## src/rtl/fpu_pipe_ctrl.sv

```systemverilog
// fpu_pipe_ctrl: occupancy/advance controller for a multi-stage FPU datapath.
// Tracks one valid bit and one tag per stage, stalls the whole pipe when
// the last stage holds a result the consumer will not take, and supports a
// synchronous flush that discards every in-flight operation.
//
// Handshakes (valid/ready):
//   upstream   - an operation transfers on a cycle where start & in_ready;
//                start with in_ready low is simply not taken (no queuing).
//   downstream - the last-stage result transfers on a cycle where
//                stage_vld[STAGES-1] & out_ready (and no flush); done marks
//                that transfer. Neither side may depend on the other's
//                same-cycle response to decide whether to assert its own.
module fpu_pipe_ctrl #(
  parameter int STAGES = 5,
  parameter int TAG_W  = 4,
  parameter int CNT_W  = $clog2(STAGES + 1)
) (
  input  logic              clk,
  input  logic              rst,
  input  logic              start,
  input  logic [TAG_W-1:0]  tag_in,
  output logic              in_ready,
  input  logic              flush,
  input  logic              out_ready,
  output logic [STAGES-1:0] stage_vld,
  output logic [STAGES-1:0] stage_en,
  output logic              done,
  output logic [TAG_W-1:0]  tag_out,
  output logic              busy,
  output logic [CNT_W-1:0]  count
);

  // Per-stage valid bits and tags; tags are only meaningful where v is set.
  logic [STAGES-1:0] v;
  logic [TAG_W-1:0]  t [STAGES];

  logic              stall;
  logic              adv;
  logic              accept;
  logic [CNT_W-1:0]  count_c;

  // Global stall: the last stage is full and the consumer is not taking it.
  // Every stage holds together, so bubbles ahead of the stall also hold.
  assign stall  = v[STAGES-1] & ~out_ready;
  assign adv    = ~stall & ~flush;
  assign accept = start & adv;

  assign in_ready  = adv;
  assign stage_vld = v;
  assign stage_en  = v & {STAGES{adv}};
  assign done      = v[STAGES-1] & out_ready & ~flush;
  assign tag_out   = t[STAGES-1];
  assign busy      = |v;
  assign count     = count_c;

  // Occupancy is the population count of the valid bits.
  always_comb begin
    count_c = '0;
    for (int i = 0; i < STAGES; i++) begin
      count_c = count_c + CNT_W'(v[i]);
    end
  end

  // Valid-bit shift register: reset and flush empty it, stall holds it.
  always_ff @(posedge clk) begin
    if (rst) begin
      v <= '0;
    end else if (flush) begin
      v <= '0;
    end else if (adv) begin
      v <= {v[STAGES-2:0], accept};
    end
  end

  // Tag shift register: no reset, it moves in lockstep with the valid bits.
  always_ff @(posedge clk) begin
    if (adv) begin
      if (accept) begin
        t[0] <= tag_in;
      end
      for (int i = 1; i < STAGES; i++) begin
        t[i] <= t[i-1];
      end
    end
  end

endmodule

```

## config.mk

```make
export PLATFORM = sky130hd
export DESIGN_NAME = fpu_pipe_ctrl
export DESIGN_NICKNAME = d
export VERILOG_FILES = /design/src/rtl/fpu_pipe_ctrl.sv
export SDC_FILE = /design/constraint.sdc
export NUM_CORES = 1
export LEC_CHECK = 0
export BUFFER_PORTS_ARGS = -buffer_cell sky130_fd_sc_hd__buf_2
export CELL_PAD_IN_SITES_DETAIL_PLACEMENT = 1
export CELL_PAD_IN_SITES_GLOBAL_PLACEMENT = 2
export CORE_MARGIN = 10
export CORE_UTILIZATION = 33
export DETAILED_ROUTE_END_ITERATION = 7
export GPL_ROUTABILITY_DRIVEN = 1
export HOLD_SLACK_MARGIN = 0.12
export PLACE_DENSITY_LB_ADDON = 0.1
export SETUP_SLACK_MARGIN = 0.3
export SYNTH_ARGS = -nofsm -noshare
export SYNTH_HDL_FRONTEND = slang
export SYNTH_SLANG_ARGS = --single-unit
```

## constraint.sdc

```tcl
create_clock -name clk -period 2.62 [get_ports clk]
set_input_delay 0.131 -clock clk [delete_from_list [all_inputs] [get_ports clk]]
set_output_delay 0.131 -clock clk [all_outputs]
set_load 0.02 [all_outputs]
```

==> flow_summary.toml, run 1 <==
[run_status]
status = "complete, no violations"

[sta]
timing.final.max_slew_violations = 0
slew_headroom_pct = 69.9
worstMarginPinSlew_ns = 0.449
max_freq_mhz = 451
fin_crit_sh_pct = 84.6
fin_skew_ns = 0.00562
setup_viol = 0
tns_ns = 0
final_hold_viol_count = 0
fin_crit_ns = 2.22
rsz0062_at_grt = "false"

[worst_setup_path]
cp_top_family = "adder cells"
cp_common_cell = "fa_1"
worstPathArrival_ns = 2.09
end_kind = "output port"
path_cells = "inv_2 > fa_1 > inv_1 > fa_1 > ha_1 > buf_4"
critPathLaunchType = "flip-flop"
worst_ep_required_time_ns = 2.49
worst-path-buf-inv = 3
ff2ff_setup_slack_ns = 1.06
critical-path-slowest-cell = "fa_1"
cp_slowest_stage_delay_ns = 0.52
worst-path-max-fanout = 3
crit_type = "reg2out"

[floorplanning]
core-area_um2 = 2780
dieWidth_um = 74.2
ioPinCount = 29
die_area_um2 = 5510
die_h_um = 74.2
start_util_pct = 34.9
num_rows = 19

[drt]
drc = 0
ant_nets = 0
finalWirelength_um = 1670
viasPerCell = 4.34
firstDrtPassIters = 4
drt_iter0_markers = 10
routed-via-count = 542
post_drt_wl_per_cell_um = 13.4

[global_routing]
grt_use_total_pct = 6.46
antenna_found_initial = 0
grt_pass1_wl_um = 2750
grt_max_degree = 14
gr-total-overflow = 0
grt_pass1_vias = 557

[power]
switching_share_pct = 20.4
p_sw_w = 0.000135
p_per_area_nw_per_um2 = 543
combPwrFrac_pct = 7.4
seqPwrFrac_pct = 68.1
clkPwrFrac_pct = 24.5
power_w = 0.000661
p_int_w = 0.000526
ir_worst_vdd_mv = 0.589
p_leak_nw = 0.550

[cts]
path_clk_slew_ns = 0.12
htreeDepth = 1
cts-root-buf = "clkbuf_4"
clk_latency_ns = 0.31
cts_tree = "built"
cts_buffers = 3
clkSinkCount = 25
clock_path_buffers = 2

[final_layout]
fill_cells = 299
area_delta_synth_final_pct = 25.7
fin_nets = 108
drive_above_1_share_pct = 45.7
antenna_cells = 0

[synthesis]
synth.area.top_cells = "edfxtp_1, dfxtp_1, fa_1"
postSynthAreaPerCell_um2 = 16.4
ys_warn_count = 0
yosysTopAreaCellShare_pct = 61.9
yosys.area.top_type = "edfxtp_1"
ys_seq_area_share_pct = 72.3
syn-num-nets = 72
ys_types = 17
syn_area_um2 = 970
synth-seq-cells = 25
synth_cells = 59

[job]
drv_cap = 0

[place]
gp_congestion = 0.670
dpl.hpwl_um = 1300
port_buffers = 28

[worst_hold_path]
hp-class = "in2reg"
## routing by layer
metal	part of all wire (%)	up-vias	routed length, µm	track usage [%]
li1	-	278	-	-
met1	43	243	719	7.49
met2	43	19	724	9.47
met3	13	2	214	4.39
met4	0.84	0	14	1.86
met5	0	-	0	0
## worst reg2reg max path, stage by stage (launching register included)
cell     delay (ns)
dfxtp_1        0.40
and2b_4        0.22
nor2_1         0.36
buf_4          0.30
## cells by family after synthesis
logic type / count (synthesis) / share of synthesized area [%]
buf+inv: 10 / 5.55
simple gates: 15 / 10.6
compound gates: 1 / 0.774
flops: 25 / 72.3
fa+ha+maj: 4 / 6.71
mux: 4 / 4.13
## power by group through the flow
stage	registers (W)	logic, W	clock network (W)
2_1_floorplan	0.000460	0.0000274	0
3_3_place_gp	0.000459	0.0000423	0
3_5_place_dp	0.000460	0.0000428	0
4_1_cts	0.000451	0.0000485	0.000170
5_1_grt	0.000452	0.0000546	0.000188
6_report	0.000450	0.0000491	0.000162
## Yosys cell counts
master and count:
and2_1 2, and2b_4 1, edfxtp_1 20, ha_1 2, buf_4 4, a211oi_1 1
dfxtp_1 5, and3b_1 2, nor3_1 6, or4b_1 1, buf_2 1, mux2i_1 4
inv_1 5, nor2_1 1, nor3_2 1, fa_1 2, nand2b_2 1
## state kept, by name, indices dropped and copies added, names as in the netlist
signal,cells
t,20
stage_vld,5
## repair_timing
action                     CTS  global route
hold endpoints to repair     9             0
pin swaps                    0             0
gates resized for setup      1             6
setup endpoints to repair    1             2
gates cloned                 0             0
buffers inserted             0             2
hold buffers                 5             0
## final timing paths
path	start	to	cells after the start
max	stage_vld[0]$_SDFFE_PP0P_	count[1]	6
min	flush	stage_vld[1]$_SDFFE_PP0P_	2
max reg2reg	stage_vld[4]$_SDFFE_PP0P_	t[0][16]$_DFFE_PP_	3
min reg2reg	t[0][3]$_DFFE_PP_	t[0][7]$_DFFE_PP_	0
## final cells by class
| cell class | count | area, µm² | share of cell area [%] |
|---|---|---|---|
| multi-input cells | 24 | 215 | 17.7 |
| flip-flops and latches | 25 | 704 | 57.8 |
| inverters | 5 | 18.8 | 1.54 |
| repair buffers | 36 | 215 | 17.7 |
| clock buffers | 4 | 26.3 | 2.16 |
| well taps | 31 | 38.8 | 3.18 |
## per-stage QoR
step | util, % | cells | hold WS, ns | setup WS [ns] | area [µm²]
finish | 43.8 | 125 | 0.115 | 0.404 | 1220
global route | 43.8 | 125 | 0.132 | 0.301 | 1220
CTS | 43.1 | 123 | 0.122 | 0.306 | 1200
detailed placement | 40.3 | 114 | 0.310 | 0.658 | 1120
global placement | 40.3 | 114 | 0.308 | 0.684 | 1120
floorplan | - | 59 | 0.202 | 0.361 | 970
## layout by cell type, fill, tap and decap left out, types with 3 or more instances in the layout
master	instances
buf_2	27
edfxtp_1	20
nor3_1	6
dlygate4sd3_1	5
mux2i_1	4
buf_4	4
inv_2	3
clkbuf_4	3
dfxtp_2	3
Note: power is estimated with default switching activity, not from simulation.
==> run 2, diff against run 1 <==
==> constraint.sdc (replaced) <==
create_clock -name clk -period 2.3 [get_ports clk]
set_input_delay 0.115 -clock clk [delete_from_list [all_inputs] [get_ports clk]]
set_output_delay 0.115 -clock clk [all_outputs]
set_load 0.02 [all_outputs]
==> run 2 against run 1 <==
Die area did not move. Worst hold slack improved by 0.096 ns. Count of clock-buffer cells in the layout fell by 1.
==> flow_summary.toml, run 2 (synthesis results as in run 1) <==
[run_status]
status = "complete, no violations"

[final_layout]
layout.cells.non_filler = 131
post-route-util_pct = 47.1
area_delta_synth_final_pct = 35.2
fin_nets = 114
drive_above_1_share_pct = 49.0
largest_reg_flops = 20
layout.cells.most_common_list = "buf_2, edfxtp_1, dlygate4sd3_1"
antenna_cells = 0
regMostFlops = "t"
final_common_cell = "buf_2"

[power]
ir_worst_vdd_mv = 0.584
p_per_area_nw_per_um2 = 590
p_leak_nw = 0.573

[global_routing]
grt_pass1_wl_um = 2990
grt_use_total_pct = 6.92
met1_usage_pct = 7.56
antenna_found_initial = 0
gr-total-overflow = 0
busiest_layer = "met2"
grt_max_degree = 16
met3_usage_pct = 4.52
grt_pass1_vias = 662
gr-usage-met2_pct = 11.2

[place]
gp_congestion = 0.651
dpl.hpwl_um = 1360
port_buffers = 28
placed_cells = 114
place_ws_ns = 0.313

[floorplanning]
core-area_um2 = 2780
start_util_pct = 34.9
die_area_um2 = 5510
dieWidth_um = 74.2
num_rows = 19
ioPinCount = 29
die_h_um = 74.2

[sta]
fin_skew_ns = 0.0150
fin_crit_ns = 2.16
final.setup.worst_slack_ns = 0.144
tns_ns = 0
final_hold_viol_count = 0
rsz0062_at_grt = "true"
fin_crit_sh_pct = 93.8
worstMarginPinSlew_ns = 0.395
timing.final.max_slew_violations = 0
max_freq_mhz = 464
slew_headroom_pct = 73.6
setup_viol = 0
holdWs_ns = 0.211

[drt]
ant_nets = 0
drc = 0
finalWirelength_um = 1850
viasPerCell = 4.45
post_drt_wl_per_cell_um = 14.1
drt_iter0_markers = 17
firstDrtPassIters = 2
routed-via-count = 583

[worst_hold_path]
hp-class = "in2reg"
hold_path_depth = 3

[worst_setup_path]
critical-path-slowest-cell = "fa_1"
worstPathArrival_ns = 2.04
reg2regPathDepth = 4
end_kind = "output port"
critPathLaunchType = "flip-flop"
path_cells = "inv_2 > fa_1 > inv_2 > fa_2 > ha_4 > buf_6"
worst_ep_required_time_ns = 2.18
cp_common_cell = "inv_2"
cp_slowest_stage_delay_ns = 0.55
worst-path-max-fanout = 2
crit_type = "reg2out"

[cts]
cts_buffers = 3
clk_latency_ns = 0.32
cts-root-buf = "clkbuf_4"
clkSinkCount = 25
cts_tree = "built"
clock_path_buffers = 2
path_clk_slew_ns = 0.14
htreeDepth = 1

[job]
drv_cap = 0
[run 2: through the flow]
step,cell area (µm²),total power (W)
after global routing,1310,0.000811
after global placement,1120,0.000571
after CTS,1300,0.000783
after detailed placement,1120,0.000574
final,1310,0.000774
after floorplan,973,0.000556
[run 2: cell type report]
| class | instances | area (µm²) |
|---|---|---|
| clock buffer | 3 | 22.5 |
| inverter | 5 | 18.8 |
| tap | 31 | 38.8 |
| multi-input combinational | 24 | 233 |
| timing repair buffer | 42 | 287 |
| clock inverter | 1 | 7.51 |
| sequential | 25 | 704 |
| fill | 283 | 1470 |
[run 2: path summary, 6_finish.rpt]
check	from	to	slack, ns
max	stage_vld[0]$_SDFFE_PP0P_	count[1]	0.14
min	out_ready	stage_vld[4]$_SDFFE_PP0P_	0.21
max reg2reg	stage_vld[4]$_SDFFE_PP0P_	stage_vld[1]$_SDFFE_PP0P_	0.63
min reg2reg	t[0][13]$_DFFE_PP_	t[0][17]$_DFFE_PP_	0.44
[run 2: repair_timing]
| item | 4_1_cts | 5_1_grt |
|---|---|---|
| gates resized for setup | 12 | 1 |
| setup buffers | 3 | 1 |
| gates cloned | 0 | 0 |
| hold buffers | 9 | 0 |
| pin swaps | 1 | 0 |
| hold endpoints to repair | 9 | 0 |
| setup endpoints to repair | 3 | 3 |
[run 2: power breakdown]
part	switching [W]	total (W)	internal (W)
Combinational	0.0000351	0.0000655	0.0000304
Clock	0.000128	0.000195	0.0000664
Sequential	0.00000459	0.000513	0.000509
Total	0.000168	0.000774	0.000605
[run 2: critical path, delay by kind of cell, from the launching register on]
family	cells	cell delay (ns)
fa+ha+maj	3	1.16
flops	1	0.36
buf+inv	3	0.18
[run 2: routing by layer]
metal	routed length [µm]	vias to the layer above
met2	832	23
li1	-	288
met1	803	272
met3	211	0
met4	0	0
met5	0	-
==> run 3, diff against run 2 <==
--- a/config.mk
+++ b/config.mk
@@ -8,6 +8,7 @@
 export BUFFER_PORTS_ARGS = -buffer_cell sky130_fd_sc_hd__buf_2
 export CELL_PAD_IN_SITES_DETAIL_PLACEMENT = 1
 export CELL_PAD_IN_SITES_GLOBAL_PLACEMENT = 2
+export CORE_ASPECT_RATIO = 1.1
 export CORE_MARGIN = 10
 export CORE_UTILIZATION = 33
 export DETAILED_ROUTE_END_ITERATION = 7
==> run 3 against run 2 <==
Clock power barely moved. Critical path depth is the same. Maximum frequency rose by 0.59%. Register-to-register slack hardly changed. Worst hold slack got worse by 0.0090 ns. Count of clock-buffer cells in the layout is the same.
==> flow_summary.toml, run 3 (synthesis results as in run 1) <==
[final_layout]
antenna_cells = 0
regMostFlops = "t"
layout.cells.most_common_list = "buf_2, edfxtp_1, dlygate4sd3_1"
drive_above_1_share_pct = 49.0
area_delta_synth_final_pct = 35.5
final_common_cell = "buf_2"
multi_input_area_um2 = 238
layout.cells.non_filler = 133
ff_latch_area_um2 = 704
fin_nets = 114
largest_reg_flops = 20
fill_cells = 285

[power]
p_per_area_nw_per_um2 = 588
p_leak_nw = 0.580
ir_worst_vdd_mv = 0.266

[cts]
cts-root-buf = "clkbuf_4"
clock_path_buffers = 2
path_clk_slew_ns = 0.13
clk_latency_ns = 0.32
cts_tree = "built"
clkSinkCount = 25
htreeDepth = 1
cts_buffers = 3

[drt]
routed-via-count = 593
drc = 0
viasPerCell = 4.46
post_drt_wl_per_cell_um = 14.2
finalWirelength_um = 1890
firstDrtPassIters = 3
drt_iter0_markers = 17
ant_nets = 0

[place]
dpl.hpwl_um = 1340
gp_congestion = 0.679
placed_cells = 116
port_buffers = 28

[worst_setup_path]
ff2ff_setup_slack_ns = 0.64
cp_slowest_stage_delay_ns = 0.53
timing.rr.end = "stage_vld[1]$_SDFFE_PP0P_"
critPathLaunchType = "flip-flop"
crit_type = "reg2out"
worst-path-max-fanout = 2
path_cells = "inv_2 > fa_1 > inv_1 > fa_2 > ha_4 > buf_6"
worst_ep_required_time_ns = 2.18
worstPathArrival_ns = 2.03
cp-startpoint = "stage_vld[0]$_SDFFE_PP0P_"
worstReg2RegStart = "stage_vld[4]$_SDFFE_PP0P_"
crit_end = "count[1]"
end_kind = "output port"
reg2regPathDepth = 4
critical-path-slowest-cell = "fa_1"

[worst_hold_path]
hp-class = "in2reg"

[global_routing]
grt_use_total_pct = 6.81
grt_max_degree = 15
gr-total-overflow = 0
grt_pass1_wl_um = 3030
grt_pass1_vias = 649
antenna_found_initial = 0

[run_status]
status = "complete, no violations"

[sta]
fin_skew_ns = 0.00259
worstMarginPinSlew_ns = 0.321
fin_crit_sh_pct = 93.2
final_hold_viol_count = 0
holdWs_ns = 0.202
timing.final.max_slew_violations = 0
fin_crit_ns = 2.14
setup_viol = 0
tns_ns = 0
rsz0062_at_grt = "true"
slew_headroom_pct = 78.6
max_freq_mhz = 466

[floorplanning]
num_rows = 20
dieWidth_um = 71.7
die_area_um2 = 5510
start_util_pct = 34.6
ioPinCount = 29
die_h_um = 76.9
core-area_um2 = 2800

[job]
drv_cap = 0
==> run 3: layer usage <==
| metal | vias up | routed length [µm] | track usage [%] |
|---|---|---|---|
| li1 | 288 | - | - |
| met1 | 281 | 846 | 7.79 |
| met2 | 21 | 874 | 10.6 |
| met3 | 3 | 141 | 2.70 |
| met4 | 0 | 31 | 3.49 |
| met5 | - | 0 | 0 |
==> run 3: power breakdown <==
group,internal (W),switching (W),total (W),leakage [nW]
clock,0.0000652,0.000129,0.000194,0.0177
combinational,0.0000299,0.0000352,0.0000651,0.326
sequential,0.000509,0.00000472,0.000513,0.236
total,0.000604,0.000169,0.000773,0.580
==> run 3: worst min-delay path by stage <==
stage / start / slack, ns / end / depth (start not counted)
finish: out_ready / 0.20 / stage_vld[4]$_SDFFE_PP0P_ / 3
global route: out_ready / 0.23 / stage_vld[4]$_SDFFE_PP0P_ / 3
CTS: out_ready / 0.19 / stage_vld[4]$_SDFFE_PP0P_ / 3
detailed placement: tag_in[2] / 0.30 / t[0][2]$_DFFE_PP_ / 1
global placement: tag_in[3] / 0.29 / t[0][3]$_DFFE_PP_ / 1
floorplan: rst / 0.18 / stage_vld[0]$_SDFFE_PP0P_ / 1
==> run 3: layout make-up <==
| class | instances | area share [%] |
|---|---|---|
| Sequential cell | 25 | 53.6 |
| Timing Repair Buffer | 42 | 21.6 |
| Multi-Input combinational cell | 24 | 18.1 |
| Tap cell | 33 | 3.14 |
| Clock buffer | 3 | 1.71 |
| Inverter | 5 | 1.43 |
| Clock inverter | 1 | 0.381 |
==> run 3: timing repair <==
action,in CTS,in global routing
endpoints found under the hold margin,9,0
resized for setup,12,1
hold buffers,8,0
pin swaps,1,0
setup buffers,4,1
setup endpoints to repair,3,4
==> run 3: stage by stage <==
stage               setup WS [ns]  total power (W)  utilization (%)  area, µm²
floorplan                   0.328         0.000556                -        973
global placement            0.393         0.000572             40.2       1130
detailed placement          0.333         0.000575             40.2       1130
CTS                         0.148         0.000781             46.4       1300
global route                0.114         0.000802             46.9       1310
finish                      0.156         0.000773             46.9       1310
==> run 3: critical path: cells and delay by family, from the launching register on <==
kind | cells | cell delay [ns]
adder cells (fa/ha/maj) | 3 | 1.15
buffers and inverters | 3 | 0.19
flip-flops | 1 | 0.36
